**config.mk**
```make
export PLATFORM = sky130hd
export DESIGN_NAME = edge_window_sequencer
export DESIGN_NICKNAME = d
export VERILOG_FILES = /design/src/rtl/edge_window_sequencer.sv
export SDC_FILE = /design/constraint.sdc
export NUM_CORES = 2
export LEC_CHECK = 0
export ABC_CLOCK_PERIOD_IN_PS = 9750
export CELL_PAD_IN_SITES_DETAIL_PLACEMENT = 0
export CELL_PAD_IN_SITES_GLOBAL_PLACEMENT = 1
export CORE_MARGIN = 10
export CORE_UTILIZATION = 25
export CTS_BUF_LIST = sky130_fd_sc_hd__clkbuf_4 sky130_fd_sc_hd__clkbuf_8
export CTS_CLUSTER_DIAMETER = 50
export DETAILED_ROUTE_END_ITERATION = 6
export GPL_TIMING_DRIVEN = 0
export PLACE_DENSITY_LB_ADDON = 0.12
export SLEW_MARGIN = 5
export SYNTH_ARGS = -nofsm -noshare
export SYNTH_HDL_FRONTEND = slang
export SYNTH_SLANG_ARGS = --single-unit
```
**constraint.sdc**
```tcl
create_clock -name clk -period 9.75 [get_ports clk]
set_input_delay 1.95 -clock clk [delete_from_list [all_inputs] [get_ports clk]]
set_output_delay 1.95 -clock clk [all_outputs]
set_load 0.01 [all_outputs]
```
**src/rtl/edge_window_sequencer.sv**
```systemverilog
// edge_window_sequencer
//
// Feeds a raster-order pixel stream into the 3x3 edge-detection stage. Two
// line buffers and a 3x3 window are maintained. For every complete window
// the nine pixels are loaded through the one-hot command bus. The stage is
// then told to convolve, and its result is returned on a valid/ready stream.
//
// Ports
//   clk, reset          single clock, synchronous active-high reset
//   pix_in[_valid/_sof] input pixel stream; sof marks pixel (0,0)
//   pix_in_ready        pixel accepted this cycle when valid & ready
//   edge_data_in        data driven to the edge stage
//   edge_command        registered one-hot command to the edge stage
//   edge_data_out       edge stage result bus
//   res_out/res_eol     convolution result, last-of-line flag
//   res_valid/res_ready result stream handshake
//
// state | meaning
// ------+---------------------------------------------------------------
// IDLE  | waiting for a pixel; non-windowed pixels are absorbed here
// LOAD  | nine cycles, one window pixel per cycle, command 1<<(k-1)
// CONV  | command 0x0200, result captured at end of cycle
// OUT   | res_valid high until res_ready

module edge_window_sequencer #(
  parameter int IMG_WIDTH = 64,
  parameter int PIX_W     = 16
) (
  input  logic             clk,
  input  logic             reset,
  input  logic [PIX_W-1:0] pix_in,
  input  logic             pix_in_valid,
  input  logic             pix_in_sof,
  output logic             pix_in_ready,
  output logic [PIX_W-1:0] edge_data_in,
  output logic [15:0]      edge_command,
  input  logic [PIX_W-1:0] edge_data_out,
  output logic [PIX_W-1:0] res_out,
  output logic             res_eol,
  output logic             res_valid,
  input  logic             res_ready
);

  localparam int COL_W = $clog2(IMG_WIDTH);
  localparam logic [COL_W-1:0] COL_LAST = COL_W'(IMG_WIDTH - 1);

  typedef enum logic [1:0] {IDLE, LOAD, CONV, OUT} state_t;

  state_t           state, state_nxt;
  logic [3:0]       ld_cnt, ld_cnt_nxt;
  logic [3:0]       nxt_idx;
  logic [15:0]      cmd_nxt;
  logic [PIX_W-1:0] data_nxt;

  logic [COL_W-1:0] col, col_eff;
  logic             row_ge1, row_ge2, row_ge1_eff, row_ge2_eff;
  logic             accept, win_ok, at_eol, pend_eol;

  logic [PIX_W-1:0] lb1 [IMG_WIDTH];
  logic [PIX_W-1:0] lb2 [IMG_WIDTH];
  logic [PIX_W-1:0] win [3][3];
  logic [PIX_W-1:0] win_flat [9];

  assign pix_in_ready = (state == IDLE) & ~reset;
  assign res_valid    = (state == OUT);
  assign accept       = pix_in_valid & pix_in_ready;

  // An accepted sof restarts the raster position before this pixel uses it.
  assign col_eff     = pix_in_sof ? '0 : col;
  assign row_ge1_eff = pix_in_sof ? 1'b0 : row_ge1;
  assign row_ge2_eff = pix_in_sof ? 1'b0 : row_ge2;
  assign win_ok      = row_ge2_eff & (col_eff >= COL_W'(2));
  assign at_eol      = (col_eff == COL_LAST);

  always_comb begin
    for (int i = 0; i < 9; i++) win_flat[i] = win[i / 3][i % 3];
  end

  // ld_cnt counts the remaining LOAD cycles down to zero; the pixel for the
  // following cycle is therefore 9 - ld_cnt.
  assign nxt_idx = 4'd9 - ld_cnt;

  always_comb begin
    state_nxt  = state;
    ld_cnt_nxt = ld_cnt;
    cmd_nxt    = 16'h0000;
    data_nxt   = '0;
    case (state)
      IDLE: begin
        if (accept && win_ok) begin
          state_nxt  = LOAD;
          ld_cnt_nxt = 4'd8;
          cmd_nxt    = 16'h0001;
          // The window shifts on this same edge, so top-left of the new
          // window is the current top-middle.
          data_nxt   = win[0][1];
        end
      end
      LOAD: begin
        if (ld_cnt == 4'd0) begin
          state_nxt = CONV;
          cmd_nxt   = 16'h0200;
        end else begin
          ld_cnt_nxt = ld_cnt - 4'd1;
          cmd_nxt    = 16'h0001 << nxt_idx;
          data_nxt   = win_flat[nxt_idx];
        end
      end
      CONV: state_nxt = OUT;
      OUT: begin
        if (res_ready) state_nxt = IDLE;
      end
      default: state_nxt = IDLE;
    endcase
  end

  always_ff @(posedge clk) begin
    if (reset) begin
      state        <= IDLE;
      ld_cnt       <= 4'd0;
      edge_command <= 16'h0000;
      edge_data_in <= '0;
      res_out      <= '0;
      res_eol      <= 1'b0;
      pend_eol     <= 1'b0;
    end else begin
      state        <= state_nxt;
      ld_cnt       <= ld_cnt_nxt;
      edge_command <= cmd_nxt;
      edge_data_in <= data_nxt;
      if (accept) pend_eol <= at_eol;
      if (state == CONV) begin
        res_out <= edge_data_out;
        res_eol <= pend_eol;
      end
    end
  end

  always_ff @(posedge clk) begin
    if (reset) begin
      col     <= '0;
      row_ge1 <= 1'b0;
      row_ge2 <= 1'b0;
      for (int r = 0; r < 3; r++)
        for (int c = 0; c < 3; c++) win[r][c] <= '0;
    end else if (accept) begin
      for (int r = 0; r < 3; r++) begin
        win[r][0] <= win[r][1];
        win[r][1] <= win[r][2];
      end
      win[0][2] <= lb2[col_eff];
      win[1][2] <= lb1[col_eff];
      win[2][2] <= pix_in;
      if (at_eol) begin
        col     <= '0;
        row_ge1 <= 1'b1;
        row_ge2 <= row_ge1_eff;
      end else begin
        col     <= col_eff + COL_W'(1);
        row_ge1 <= row_ge1_eff;
        row_ge2 <= row_ge2_eff;
      end
    end
  end

  // Line buffers hold no state worth clearing; validity comes from row_ge2.
  always_ff @(posedge clk) begin
    if (accept) begin
      lb2[col_eff] <= lb1[col_eff];
      lb1[col_eff] <= pix_in;
    end
  end

endmodule

```
# --- Yosys cells after proc, flatten, opt, wreduce, memory -nomap -nowiden ---
# Memory sizes are Yosys's and may differ from the RTL's.
# Index checks and enable logic that the tools add are counted.
op_classes:
  n_addsub: 3
  n_lt_le_gt_ge: 2
  eq_ne: 8
  n_shift: 1
  muxes: 37
  bitwise_logic: 14
  reduce_logical: 6
op_table:
  columns: ["operator", "count"]
  rows:
  - ["16-bit 2-to-1 mux", 14]
  - ["16-bit binary-select mux with 4-bit select", 1]
  - ["16-bit case mux with 2 select lines", 2]
  - ["1-bit by 4-bit << shifter with 16-bit output, first input constant", 1]
  - ["6-bit 2-to-1 mux", 2]
  - ["1-bit 2-to-1 mux", 11]
  - ["1-bit OR", 9]
  - ["4-bit 2-to-1 mux", 2]
  - ["2-bit case mux with 4 select lines", 1]
  - ["4-bit case mux with 2 select lines", 1]
  - ["6-bit by 1-bit adder with 6-bit output, second input constant", 1]
  - ["6-bit == test, second input constant", 1]
  - ["6-bit by 2-bit >= comparator with 1-bit output, second input constant", 1]
  - ["2-bit 2-to-1 mux", 3]
  - ["3-bit AND reduction", 2]
  - ["5-bit >= comparator, second input constant", 1]
  - ["4-bit inverter with 5-bit output", 1]
  - ["2-bit == test, second input constant", 2]
  - ["4-bit zero test", 1]
  - ["2-bit by 1-bit inequality test with 1-bit output, second input constant", 2]
  - ["2-bit inequality test, second input constant", 2]
  - ["4-bit by 1-bit subtractor with 4-bit output, second input constant", 1]
  - ["4-bit subtractor, first input constant", 1]
  - ["1-bit AND", 3]
  - ["other kinds (5)", 5]
totals:
  regBits: 64
  ramBits: 2192
  in_bits: 37
  output_inout_bits: 51
  elab_cells: 84
  memories: 3
mem_list:
  columns: ["memory", "words", "width", "rd", "rd_ports_with_merged_regs", "wr", "line", "text"]
  rows:
  - ["lb1", 64, 16, 1, 0, 1, "59", "logic [PIX_W-1:0] lb1 [IMG_WIDTH];"]
  - ["lb2", 64, 16, 1, 0, 1, "60", "logic [PIX_W-1:0] lb2 [IMG_WIDTH];"]
  - ["win", 3, 48, 3, 0, 3, "61", "logic [PIX_W-1:0] win [3][3];"]

# --- Depth between registers and ports, before layout ---
depth:
  depth_word: 7
  mapped_depth: 13
  depth_no_buf: 9

# --- Worst setup path before layout ---
# No wires, ideal clock.
synth_timing:
  kind: "input port to flip-flop"
  startpoint: "input port reset"
  endpoint: "memory win[0][0] in the netlist's numbering (enable)"
  setup_ns: 0.497
  arrival_ns: 5.521
  t_required_ns: 9.253
  path_slack_ns: 3.731
  cell_stages: 5
  n_path_buf: 1
  path_cell_list: "nor2b_1 -> and2_1 -> clkbuf_1 -> nor2_1 -> inv_1"
synth_rtl:
  columns: ["element", "line", "text"]
  rows:
  - ["start: declaration", "30", "input logic reset,"]
  - ["end: declaration", "61", null]

# --- Final worst setup path ---
layout_timing:
  startpoint: "input port pix_in_sof"
  endpoint: "memory lb2[61][6] (data pin)"
layout_between:
  elab_chain_cells: 2
layout_rtl:
  columns: ["element", "line", "text"]
  rows:
  - ["start: declaration", "33", "input logic pix_in_sof,"]
  - ["6-bit 2-to-1 mux", "69", "assign col_eff = pix_in_sof ? '0 : col;"]
  - ["memory 64 x 16 bit", null, null]
  - ["end: declaration", "60", null]
# Every way passes these cells.

==> out/metrics.csv <==
metric,value,unit
PD cells,202,nW/um^2
measured slew at the worst slew-check pin,1630,ps
post-synthesis sequential area ratio,75.8,%
GPL Wtd Cong,0.871,
sequential cell area,67100,um^2
initial antenna violation count,88,
"top cells by area, synth","edfxtp_1 (74%), mux2i_1 (5.2%), dfxtp_1 (1.4%), a21oi_1 (1.2%), a22oi_1 (1.2%)",
post-CTS setup buffers,0,
H-Tree Depth,5,
post-synth net total,5305,
"Cell Chain, Critical Path",clkdlybuf4s50_1 > buf_2 > buf_4 > buf_2 > buf_2 > buf_2 > clkbuf_1 > o221ai_1 > a21oi_1 > nand3_4 > buf_12,
"most used cell, CP",buf_2,
"slowest stage cell, crit path",clkbuf_1,
Pre-Repair DR Iteration Count,7,
global-route wire length before repair,648000,um
Sink Count,2256,
most frequent cell after synthesis,edfxtp_1,
# resized after CTS,0,
combinational group share of total power,7.8,%
status,"finished, violations left",
die area,378000,um^2
Yosys top cell by area,edfxtp_1,
largest net degree at the start of global routing,106,
hold buffer count at CTS,0,
DRC,2,
Net Switching,5.79,mW
# port buffers,87,
row cnt,218,
max-slew violation count,44,
Cells after DPL,10304,
max-capacitance violation count,6,
number of buffers and inverters on the critical path,8,
Clock Pin Slew Worst Setup and Hold Paths,60,ps
crit-path max FO,33,
RSZ-0062 raised after global routing,false,
Iter 0 DRT Violations,9718,
layout cells sized above 1,22.2,%
Worst Slack Setup Final,2220,ps
total power,22.1,mW
Yosys top cell area share,74.4,%
final antenna-violating net count,0,
count of cell types in the netlist,93,
failing checks,"DRC, capacitance limit, slew limit",
ys flop type,edfxtp_1,
worst hold path type,reg2reg,
area taken by multi-input logic gates,20100,um^2
"delay-heaviest family, CP",buffers and inverters,
die width,615,um
WL per Instance,46.7,um
GR Overflow Total,0,
die height,615,um
Fin. Hold Viols,0,
# setup viols final,0,
core footprint,353000,um^2
Mapped Area,88500,um^2
Vias,61696,
Overall Global Routing Usage,26.1,%
Fmax achieved,133,MHz
I/O pins,88,
wire length after detailed routing,518000,um
initial core utilization,25.1,%
vias per cell,5.56,
Sw Ratio,26.2,%
most instantiated cells after synthesis,"edfxtp_1 (2192), mux2i_1 (464), a21oi_1 (221)",
Worst EP required,10570,ps
Worst Setup Start Kind,primary input,
clock latency on the worst-skew pair,1200,ps
fin crit share,77.3,%
number of synthesized flops with an enable pin,2192,
Mapped Cells,5255,
post-DP HPWL,356000,um
Inserted Clock Buffers,420,
Crit Path Class,in2reg,
sequential power share,48.9,%
Critical Path Sink Type,register,
min Tclk post-route,7540,ps
clock root cell,clkbuf_8,
Final nets,6046,
peak supply drop,0.000101,V
reg2reg setup slack,3340,ps
Pint,16.3,mW
Area Growth Syn to Fin,23.5,%
Clock Skew,140,ps
Finished Core Util,31.0,%
Worst slew margin,-9.29,%
vias in the first global route,57469,
Synth Register Bits,2256,
Synth Warn #,0,
Syn Area/Cell,16.8,um^2
Filler cells,34824,
CP peak stage delay,970,ps
Async SR Flop Fraction,0,%
Static Leakage,34.9,nW
Worst Path Arrival,8350,ps
Clock Path Buffers,4,
Clk pwr share,43.2,%
Post-Place Setup Slack,1320,ps
final cell count without fillers,11088,
TritonCTS clock tree,yes,
-- cell usage in the layout (no fill, tap or decap), drive strengths merged, types with 25 or more instances in the layout --
| master | count |
|---|---|
| a2111oi | 27 |
| a211oi | 83 |
| a21oi | 221 |
| a221o | 25 |
| a221oi | 105 |
| a22o | 39 |
| a22oi | 144 |
| and2 | 26 |
| and3 | 124 |
| and3b | 28 |
| buf | 475 |
| clkbuf | 736 |
| clkdlybuf4s50 | 71 |
| clkinv | 133 |
| dfxtp | 64 |
| diode | 28 |
| edfxtp | 2192 |
| inv | 34 |
| mux2 | 80 |
| mux2i | 464 |
| mux4 | 36 |
| nand2 | 155 |
| nand3 | 27 |
| nand3b | 46 |
| nor2 | 186 |
| nor2b | 31 |
| o21ai | 192 |
| o221ai | 32 |
| o22a | 26 |
| o22ai | 155 |
| o31ai | 32 |
-- path summary, 6_finish.rpt --
kind	startpoint	endpoint	depth (start not counted)
min	row_ge1	row_ge2	2
max	pix_in_sof	lb2[61][6]	11
max reg2reg	col[2]	lb2[22][14]	14
min reg2reg	row_ge1	row_ge2	2
-- cell families (layout without fill, tap and decap cells) --
logic type                 after synthesis  count (layout)  synth area share [%]
buffers and inverters                  402            1477                  2.23
adders and majority gates               13              13                 0.184
AOI/OAI and AO/OA                     1285            1285                  10.2
DFF                                   2256            2256                  75.8
other                                    0              28                     0
xor gates and xnor gates                 3               3                0.0297
and+or+nand+nor                        716             716                  4.30
muxes                                  580             580                  7.19
-- sequential cells by signal, summed over array words and instances, names as in the netlist --
register and count:
lb1 1024, lb2 1024, win 144, edge_command 16
edge_data_in 16, res_out 16, col 6, ld_cnt 4
state 2, pend_eol 1, res_eol 1, row_ge1 1
row_ge2 1
-- per-layer routing --
| metal | vias up | global-route usage, % | routed length (um) |
|---|---|---|---|
| li1 | 23025 | - | - |
| met1 | 33225 | 34.2 | 208000 |
| met2 | 4249 | 40.5 | 231000 |
| met3 | 1175 | 5.39 | 44900 |
| met4 | 22 | 14.6 | 34100 |
| met5 | - | 0 | 207 |
-- worst reg2reg max path: cells and delay by family, from the launching register on --
family	cells	cell delay [ps]
AOI/OAI and AO/OA	4	2220
buffers and inverters	8	2470
DFF	1	460
muxes	1	340
and+or+nand+nor	1	690
-- power by group through the flow --
stage / combinational [mW] / sequential (mW) / clock (mW)
after global routing: 1.70 / 10.8 / 10.1
after floorplan: 0.601 / 11.0 / 0
final: 1.72 / 10.8 / 9.55
after CTS: 1.67 / 10.8 / 9.65
after global placement: 1.56 / 11.1 / 0
after detailed placement: 1.67 / 11.0 / 0
-- through the flow --
| stage | setup TNS, ps | area (um^2) | hold WS, ps |
|---|---|---|---|
| CTS | 0 | 109000 | 458 |
| global route | 0 | 109000 | 484 |
| finish | 0 | 109000 | 489 |
| floorplan | 0 | 88500 | 426 |
| global placement | -5031090 | 95300 | 472 |
| detailed placement | 0 | 101000 | 473 |
-- final cells by class --
cell class	count	area share, %
Sequential cell	2256	61.4
Multi-Input combinational cell	2597	18.4
Timing Repair Buffer	319	5.10
Tap cell	4730	5.42
Antenna cell	28	0.0641
Inverter	22	0.0825
Clock buffer	585	6.52
Clock inverter	171	1.18
Buffer	380	1.81
No activity file was read; power rests on OpenSTA's default activity.
